`config.mk`:
```
export PLATFORM = sky130hd
export DESIGN_NAME = hazard_stall_ctrl
export DESIGN_NICKNAME = d
export VERILOG_FILES = /design/src/rtl/riscv_ctrl_pkg.sv /design/src/rtl/hazard_detect.sv /design/src/rtl/hazard_stall_ctrl.sv
export SDC_FILE = /design/constraint.sdc
export NUM_CORES = 1
export LEC_CHECK = 0
export BUFFER_PORTS_ARGS = -buffer_cell sky130_fd_sc_hd__buf_2
export CAP_MARGIN = 25
export CORE_AREA = 2 2 43 54
export CTS_CLUSTER_SIZE = 25
export DETAILED_ROUTE_END_ITERATION = 10
export DIE_AREA = 0 0 45 56
export PLACE_DENSITY = 0.81
export SETUP_SLACK_MARGIN = 0.5
export SLEW_MARGIN = 25
export SYNTH_ARGS = -nofsm -noshare
export SYNTH_HDL_FRONTEND = slang
export SYNTH_SLANG_ARGS = --single-unit
```
`constraint.sdc`:
```
create_clock -name clk -period 5.7 [get_ports clk]
set_clock_uncertainty 0.2 [all_clocks]
set_input_delay 0.285 -clock clk [delete_from_list [all_inputs] [get_ports clk]]
set_output_delay 0.285 -clock clk [all_outputs]
set_load 0.03 [all_outputs]
```
`src/rtl/riscv_ctrl_pkg.sv`:
```
// Shared control definitions for the RV32I pipeline sequencer: opcodes, FSM states
// and the per-opcode source-register usage lookup.
package riscv_ctrl_pkg;

    localparam logic [6:0] R_TYPE = 7'b0110011;
    localparam logic [6:0] I_TYPE = 7'b0010011;
    localparam logic [6:0] LOAD   = 7'b0000011;
    localparam logic [6:0] STORE  = 7'b0100011;
    localparam logic [6:0] BRANCH = 7'b1100011;
    localparam logic [6:0] LUI    = 7'b0110111;

    typedef enum logic [1:0] {
        ST_INIT     = 2'd0,
        ST_RUN      = 2'd1,
        ST_MEM_WAIT = 2'd2,
        ST_ERROR    = 2'd3
    } ctrl_state_e;

    function automatic logic uses_rs1(input logic [6:0] opcode);
        case (opcode)
            R_TYPE, STORE, BRANCH, I_TYPE, LOAD: uses_rs1 = 1'b1;
            default:                             uses_rs1 = 1'b0;
        endcase
    endfunction

    // Only formats with a second register operand; I-type imm bits alias rs2.
    function automatic logic uses_rs2(input logic [6:0] opcode);
        case (opcode)
            R_TYPE, STORE, BRANCH: uses_rs2 = 1'b1;
            default:               uses_rs2 = 1'b0;
        endcase
    endfunction

endpackage

```
`src/rtl/hazard_detect.sv`:
```
// Combinational load-use comparator: flags an ID instruction that reads the
// register being loaded by the instruction currently in EX.
module hazard_detect
    import riscv_ctrl_pkg::*;
(
    input  logic [6:0] id_opcode,
    input  logic [4:0] id_rs1,
    input  logic [4:0] id_rs2,
    input  logic [4:0] ex_rd,
    input  logic       ex_memread,
    output logic       load_use
);

    logic rs1_hit;
    logic rs2_hit;

    always_comb begin
        rs1_hit  = uses_rs1(id_opcode) && (ex_rd == id_rs1);
        rs2_hit  = uses_rs2(id_opcode) && (ex_rd == id_rs2);
        load_use = ex_memread && (ex_rd != 5'd0) && (rs1_hit || rs2_hit);
    end

endmodule

```
`src/rtl/hazard_stall_ctrl.sv`:
```
// Pipeline sequencer: stage enables/flushes, PC select, stall and memory-timeout trap.
// Optional performance counters are built when HAZARD_PERF_CNT_EN is defined.
module hazard_stall_ctrl
    import riscv_ctrl_pkg::*;
#(
    parameter int MEM_TIMEOUT = 16,
    parameter int PERF_W      = 32
) (
    input  logic       clk,
    input  logic       rst_n,
    input  logic [6:0] id_opcode,
    input  logic [4:0] id_rs1,
    input  logic [4:0] id_rs2,
    input  logic [4:0] ex_rd,
    input  logic       ex_memread,
    input  logic       ex_branch_taken,
    input  logic       mem_memread,
    input  logic       mem_memwrite,
    input  logic       dmem_ready,
    output logic       pc_we,
    output logic       pc_src,
    output logic       if_id_we,
    output logic       if_id_flush,
    output logic       id_ex_we,
    output logic       id_ex_flush,
    output logic       ex_mem_we,
    output logic       mem_wb_flush,
    output logic       stall,
    output logic       mem_error
`ifdef HAZARD_PERF_CNT_EN
    ,
    output logic [PERF_W-1:0] perf_stall_cnt,
    output logic [PERF_W-1:0] perf_flush_cnt
`endif
);

    localparam logic [7:0] WAIT_LAST = 8'(MEM_TIMEOUT - 1);

    if (PERF_W < 1 || MEM_TIMEOUT < 2 || MEM_TIMEOUT > 255) begin : g_bad_param
        $error("hazard_stall_ctrl: PERF_W must be >= 1 and MEM_TIMEOUT within 2..255");
    end

    ctrl_state_e state_q, state_d;
    logic [7:0]  wait_cnt_q, wait_cnt_d;
    logic        mem_error_q, mem_error_d;

    logic load_use;
    logic mem_req;
    logic freeze;
    logic run_eval;

    hazard_detect u_hazard_detect (
        .id_opcode  (id_opcode),
        .id_rs1     (id_rs1),
        .id_rs2     (id_rs2),
        .ex_rd      (ex_rd),
        .ex_memread (ex_memread),
        .load_use   (load_use)
    );

    assign mem_req = mem_memread | mem_memwrite;

    always_comb begin
        state_d      = state_q;
        wait_cnt_d   = wait_cnt_q;
        mem_error_d  = mem_error_q;
        freeze       = 1'b0;
        run_eval     = 1'b0;
        pc_we        = 1'b0;
        pc_src       = 1'b0;
        if_id_we     = 1'b0;
        if_id_flush  = 1'b0;
        id_ex_we     = 1'b0;
        id_ex_flush  = 1'b0;
        ex_mem_we    = 1'b0;
        mem_wb_flush = 1'b0;
        stall        = 1'b0;

        case (state_q)
            ST_INIT: begin
                stall   = 1'b1;
                state_d = ST_RUN;
            end
            ST_RUN: begin
                if (mem_req && !dmem_ready) begin
                    freeze     = 1'b1;
                    state_d    = ST_MEM_WAIT;
                    wait_cnt_d = 8'd1;
                end else begin
                    run_eval = 1'b1;
                end
            end
            ST_MEM_WAIT: begin
                // Completion is tested first so it wins over a same-cycle timeout.
                if (dmem_ready) begin
                    run_eval   = 1'b1;
                    state_d    = ST_RUN;
                    wait_cnt_d = 8'd0;
                end else begin
                    freeze = 1'b1;
                    if (wait_cnt_q == WAIT_LAST) begin
                        state_d     = ST_ERROR;
                        mem_error_d = 1'b1;
                    end else if (wait_cnt_q != 8'hFF) begin
                        wait_cnt_d = wait_cnt_q + 8'd1;
                    end
                end
            end
            default: begin
                freeze = 1'b1;
            end
        endcase

        if (freeze) begin
            mem_wb_flush = 1'b1;
            stall        = 1'b1;
        end

        if (run_eval) begin
            pc_we     = 1'b1;
            if_id_we  = 1'b1;
            id_ex_we  = 1'b1;
            ex_mem_we = 1'b1;
            if (ex_branch_taken) begin
                pc_src      = 1'b1;
                if_id_flush = 1'b1;
                id_ex_flush = 1'b1;
            end else if (load_use) begin
                pc_we       = 1'b0;
                if_id_we    = 1'b0;
                id_ex_flush = 1'b1;
                stall       = 1'b1;
            end
        end
    end

    always_ff @(posedge clk or negedge rst_n) begin
        if (!rst_n) begin
            state_q     <= ST_INIT;
            wait_cnt_q  <= 8'd0;
            mem_error_q <= 1'b0;
        end else begin
            state_q     <= state_d;
            wait_cnt_q  <= wait_cnt_d;
            mem_error_q <= mem_error_d;
        end
    end

    assign mem_error = mem_error_q;

`ifdef HAZARD_PERF_CNT_EN
    localparam logic [PERF_W-1:0] PERF_ONE = PERF_W'(1);

    logic [PERF_W-1:0] perf_stall_cnt_q, perf_stall_cnt_d;
    logic [PERF_W-1:0] perf_flush_cnt_q, perf_flush_cnt_d;

    always_comb begin
        perf_stall_cnt_d = perf_stall_cnt_q;
        perf_flush_cnt_d = perf_flush_cnt_q;
        if (stall && (state_q != ST_INIT)) begin
            perf_stall_cnt_d = perf_stall_cnt_q + PERF_ONE;
        end
        if (pc_src) begin
            perf_flush_cnt_d = perf_flush_cnt_q + PERF_ONE;
        end
    end

    always_ff @(posedge clk or negedge rst_n) begin
        if (!rst_n) begin
            perf_stall_cnt_q <= '0;
            perf_flush_cnt_q <= '0;
        end else begin
            perf_stall_cnt_q <= perf_stall_cnt_d;
            perf_flush_cnt_q <= perf_flush_cnt_d;
        end
    end

    assign perf_stall_cnt = perf_stall_cnt_q;
    assign perf_flush_cnt = perf_flush_cnt_q;
`endif

endmodule

```
# Yosys cells after proc, flatten, opt, wreduce, memory -nomap -nowiden
# Cells that the tools add are included.
# W data, S select, Z words.
dict set report op_classes {
  add_sub_neg 1
  eq_ne 15
  mux 32
  bitwise 2
  n_reduce_logical 16
}
# operator count
set ops {}
lappend ops {{$mux W8} 4}
lappend ops {{$mux W1} 21}
lappend ops {{$pmux W8 S2} 1}
lappend ops {{$eq A7 B6 Y1 const B} 2}
lappend ops {{$eq A5 B5 Y1} 2}
lappend ops {{$ne A3 B3 Y1 const B} 3}
lappend ops {{$add A8 B1 Y8 const B} 1}
lappend ops {{$eq A8 B4 Y1 const B} 1}
lappend ops {{$ne A8 B8 Y1 const B} 1}
lappend ops {{$eq A7 B2 Y1 const B} 1}
lappend ops {{$eq A7 B5 Y1 const B} 1}
lappend ops {{$eq A7 B7 Y1 const B} 1}
lappend ops {{$mux W2} 3}
lappend ops {{$pmux W2 S3} 1}
lappend ops {{$reduce_and A3 Y1} 2}
lappend ops {{$logic_and A1 B1 Y1} 5}
lappend ops {{$reduce_bool A5 Y1} 1}
lappend ops {{$reduce_or A5 Y1} 1}
lappend ops {{$reduce_and A4 Y1} 1}
lappend ops {{$pmux W1 S3} 1}
lappend ops {{$reduce_bool A3 Y1} 1}
lappend ops {{$reduce_or A3 Y1} 1}
lappend ops {{$eq A2 B1 Y1 const B} 1}
lappend ops {{$eq A2 B2 Y1 const B} 1}
lappend ops {{other kinds (8)} 8}
dict set report totals {
  regBits 11
  input_bits 29
  word_cells 69
}

# Logic depth before layout (Yosys ltp)
dict set report depth {
  depth_word 9
  mapped_depth 7
  depth_no_buf 6
}

# Cells and area by module
# Synthesis repeated with hierarchy kept, for this count alone.
dict set report unflattened {
  cells_unflattened 106
  hier_area_um2 991.0
}
# mod instances cells_each area_each_um2 seq_area_each_um2
set by_module_without_submodules {}
lappend by_module_without_submodules {hazard_stall_ctrl 1 86 835.8 275.3}
lappend by_module_without_submodules {hazard_detect 1 20 155.1 0.0}

# Worst setup path after synthesis
# Ideal clock, no wire load.
dict set report synth_timing {
  path_type {register -> output}
  startpoint {register state_q[1]}
  endpoint {output port stall}
  arrival_ns 2.514
  path_slack_ns 2.701
  path_stages_with_launch 7
  path_buffers 0
  path_cell_list {dfrtp_1 -> inv_1 -> ha_1 -> or3b_2 -> a21boi_2 -> nand2b_1 -> o31ai_1}
}
dict set report synth_between {
  elab_chain_cells 6
}
# element line
set synth_rtl {}
lappend synth_rtl {{start: declaration} hazard_stall_ctrl.sv:43} ;# ctrl_state_e state_q, state_d;
lappend synth_rtl {{start signal: assignment} hazard_stall_ctrl.sv:143} ;# state_q <= state_d;
lappend synth_rtl {{$eq A2 B2 Y1, or another cell as far along} hazard_stall_ctrl.sv:79} ;# case (state_q)
lappend synth_rtl {{$pmux W1 S3 or $mux W1 (tied branches)} hazard_stall_ctrl.sv:79}
lappend synth_rtl {{$mux W1} hazard_stall_ctrl.sv:114} ;# if (freeze) begin
lappend synth_rtl {{$mux W1} hazard_stall_ctrl.sv:128} ;# end else if (load_use) begin
lappend synth_rtl {{$mux W1} hazard_stall_ctrl.sv:124} ;# if (ex_branch_taken) begin
lappend synth_rtl {{$mux W1 (*)} hazard_stall_ctrl.sv:119} ;# if (run_eval) begin
lappend synth_rtl {{end: declaration} hazard_stall_ctrl.sv:28} ;# output logic stall,
# Mark *: on every way between the ends. The rest lies on a longest branch, timed or not.

# Final worst setup path
dict set report layout_timing {
  startpoint {register state_q[1]}
  endpoint {output port id_ex_flush}
}
dict set report layout_between {
  elab_chain_cells 3
}
# element line
set layout_rtl {}
lappend layout_rtl {{$eq A2 B2 Y1 or $eq A2 B1 Y1 (tied branches)} hazard_stall_ctrl.sv:79}
lappend layout_rtl {{$pmux W1 S2 (*)} hazard_stall_ctrl.sv:79}
lappend layout_rtl {{$mux W1 (*)} hazard_stall_ctrl.sv:119}
lappend layout_rtl {{end: declaration} hazard_stall_ctrl.sv:25} ;# output logic id_ex_flush,
# Marked as above.

==> results.py <==
metrics = {
    "synthesis": {
        "ys_warn_count": 0,
        "synth-edff-count": 0,
        "synthSimpleGateAreaFrac": 0.252,
        "synth_top_family_by_area": "simple AND/OR/NAND/NOR gates",
        "muxShareOfSynthArea": 0.0514,
        "synth_fa_ha_area_frac": 0.0877,
        "synth.area.top_cells": "dfrtp_1 (28%), ha_1 (8.8%), xnor2_1 (8.8%), o21ai_0 (4.5%), nand2b_1 (4.4%)",
        "synthCells": 115,
        "synth_compound_gate_area_share": 0.193,
        "synth_top_cell_area_share": 0.276,
        "syn_avg_cell_area_um2": 8.68,
        "synth_area_um2": 998,
        "yosysMostFrequentCell": "dfrtp_1",
        "yosysUniqueCellTypes": 41,
        "synth_top_area_cell": "dfrtp_1",
        "synth_ff_type": "dfrtp_1",
        "async_flop_share": 1.00,
        "ys_seq_area_frac": 0.276,
        "syn_nets": 151,
        "synthXorXnorAreaFrac": 0.0877,
        "ys_seq_elements": 11,
        "ys_top_cells_by_count": "dfrtp_1 (11), xnor2_1 (10), o21ai_0 (9)",
    },
    "power_and_ir_drop": {
        "clkPwrFrac": 0.127,
        "max-vdd-ir-drop_v": 0.000294,
        "combPwrFrac": 0.611,
        "power_density_nw_per_um2": 346,
        "switching_share": 0.496,
        "pwr-share-seq": 0.261,
        "switchingPower_w": 0.000209,
        "leakagePower_nw": 0.550,
        "p_int_w": 0.000213,
    },
    "clock_tree": {
        "cts_buffer_depth": 2,
        "cts.htree.levels": 1,
        "cts_resized": 0,
        "root_buffer": "clkbuf_4",
        "clk_pin_slew_ns": 0.07,
        "numCtsBuffers": 3,
        "cts_tree": "yes",
        "insertion_delay_ns": 0.27,
        "cts.sinks": 11,
        "post-cts-setup-buffers": 0,
    },
    "critical_path": {
        "critPathMaxFanout": 6,
        "required_ns": 5.22,
        "critPathArrivalTime_ns": 2.41,
        "r2r_cells": 6,
        "path_buf_inv": 2,
        "critPathTopFamily": "simple AND/OR/NAND/NOR gates",
        "rr_endpoint": "wait_cnt_q[4]",
        "r2r_setup_slack_ns": 3.41,
        "worst_setup_path_start_kind": "register",
        "crit_chain": "inv_1, ha_1, or3b_2, a21boi_2, and2_1, o21bai_1, buf_2",
        "end_kind": "output pin",
        "crit_path_max_incr_delay_ns": 0.51,
        "path_class": "reg2out",
        "r2r-start": "state_q[0]",
        "cpMaxStageDelayCell": "or3b_2",
    },
    "sta": {
        "tns_ns": 0,
        "relSlewSlack": 0.538,
        "tightestPinTransition_ns": 0.692,
        "fin_crit_ns": 2.89,
        "drv_slew": 0,
        "fmax_ghz": 0.346,
        "hold_violations": 0,
        "rsz0062_at_grt": "no",
        "setup_viol": 0,
        "period_share": 0.507,
    },
    "floorplan": {
        "die_area_um2": 2520,
        "rows": 18,
        "start_util": 0.504,
        "dieHeight_um": 56,
        "io_pins": 39,
        "coreArea_um2": 1980,
        "die_x_um": 45,
    },
    "routing": {
        "vias": 1019,
        "wire_per_inst_um": 13.3,
        "viasPerCell": 5.89,
        "firstDrtPassIters": 4,
        "antenna_left": 0,
        "drt_iter0_drc": 23,
        "drc": 0,
        "wirelength_um": 2310,
    },
    "finish": {
        "layout-drive-gt1-share": 0.314,
        "fillers": 184,
        "stdcell_count": 173,
        "syn_to_final_growth_pct": 22.2,
        "nets": 190,
        "final_area_um2": 1220,
        "diodes": 0,
    },
    "run": {
        "drv_cap": 0,
    },
    "grt": {
        "grt_pass1_wl_um": 3770,
        "grt_max_degree": 15,
        "overflow": 0,
        "antenna_found_initial": 0,
        "grt_usage": 0.196,
        "grt_pass1_vias": 923,
    },
    "placed_design": {
        "dp_hpwl_um": 1890,
        "gp_congestion": 0.870,
        "dp_cells": 168,
        "port_buffers": 38,
        "dpl_cell_area_um2": 1180,
    },
    "min_path": {
        "hold_start": "dmem_ready",
        "min_path_cells": 3,
        "min_to": "wait_cnt_q[0]",
        "hold_path.class": "in2reg",
    },
    "status": {
        "status": "finished, final reports clean",
    },
}
flip-flops by register name, summed over array words and instances (netlist names):
name        count
mem_error       1
wait_cnt_q      8
state_q         2
worst register-to-register path, cell delays in order (launching register included):
cell     delay (ns)
dfrtp_1        0.44
inv_1          0.13
ha_1           0.22
nor2b_1        0.59
nand2_1        0.15
or4_1          0.43
nand2_1        0.07
power groups by stage:
stage | clock network, W | registers, W | logic, W
3_3_place_gp | 0 | 0.000109 | 0.000250
6_report | 0.0000537 | 0.000110 | 0.000258
2_1_floorplan | 0 | 0.000107 | 0.000201
3_5_place_dp | 0 | 0.000112 | 0.000257
4_1_cts | 0.0000546 | 0.000110 | 0.000259
5_1_grt | 0.0000571 | 0.000113 | 0.000283
per-layer routing:
metal  routed length (um)  track usage  up-vias
li1                     -            -      500
met1                  949        0.211      471
met2                 1180        0.333       37
met3                  101       0.0422       11
met4                   79        0.118        0
met5                    0            0        -
cell families after synthesis:
group,count (synthesis)
compound gates,29
xor+xnor,10
fa+ha+maj,7
buf+inv,11
flops,11
mux,5
simple gates,42
worst max-delay path by stage:
| stage | start | depth (start not counted) | slack (ns) | endpoint |
|---|---|---|---|---|
| after floorplan | state_q[1] | 6 | 2.70 | stall |
| final | state_q[1] | 7 | 2.81 | id_ex_flush |
| after CTS | state_q[1] | 7 | 2.84 | id_ex_flush |
| after detailed placement | state_q[1] | 7 | 3.15 | id_ex_flush |
| after global routing | state_q[1] | 7 | 2.73 | id_ex_flush |
| after global placement | state_q[1] | 7 | 3.26 | stall |
cells in the final DEF (no fill, tap or decap), types with 2 or more instances in the layout:
cell,netlist,layout
buf_2,0,38
dfrtp_1,11,11
xnor2_1,10,10
o21ai_0,9,9
nand2_1,7,7
nand2b_1,7,7
ha_1,7,7
inv_1,6,6
a21oi_1,6,6
nand3_1,6,6
nand4_1,4,4
mux2i_1,4,4
or4_1,3,3
or3_1,3,3
clkbuf_4,0,3
o21bai_1,2,2
cell type report:
type / instances / area [um2] / share of cell area
well taps: 20 / 25.0 / 0.0205
clock buffers: 4 / 26.3 / 0.0215
flip-flops and latches: 11 / 275 / 0.226
repair buffers: 39 / 200 / 0.164
multi-input cells: 93 / 671 / 0.550
inverters: 6 / 22.5 / 0.0185
stage by stage:
stage               utilization  total power [W]  hold slack (ns)  setup slack, ns
floorplan                     -         0.000308           -0.211             2.70
global placement          0.597         0.000360          -0.0371             3.26
detailed placement        0.597         0.000369          -0.0324             3.15
CTS                       0.616         0.000424            0.185             2.84
global route              0.616         0.000453            0.235             2.73
finish                    0.616         0.000422            0.191             2.81
what timing repair did:
item | CTS | global route
endpoints found under the hold margin | 11 | 0
endpoints found under the setup margin | 0 | 0
hold buffers | 1 | 0
No activity file was read; power rests on OpenSTA's default activity.
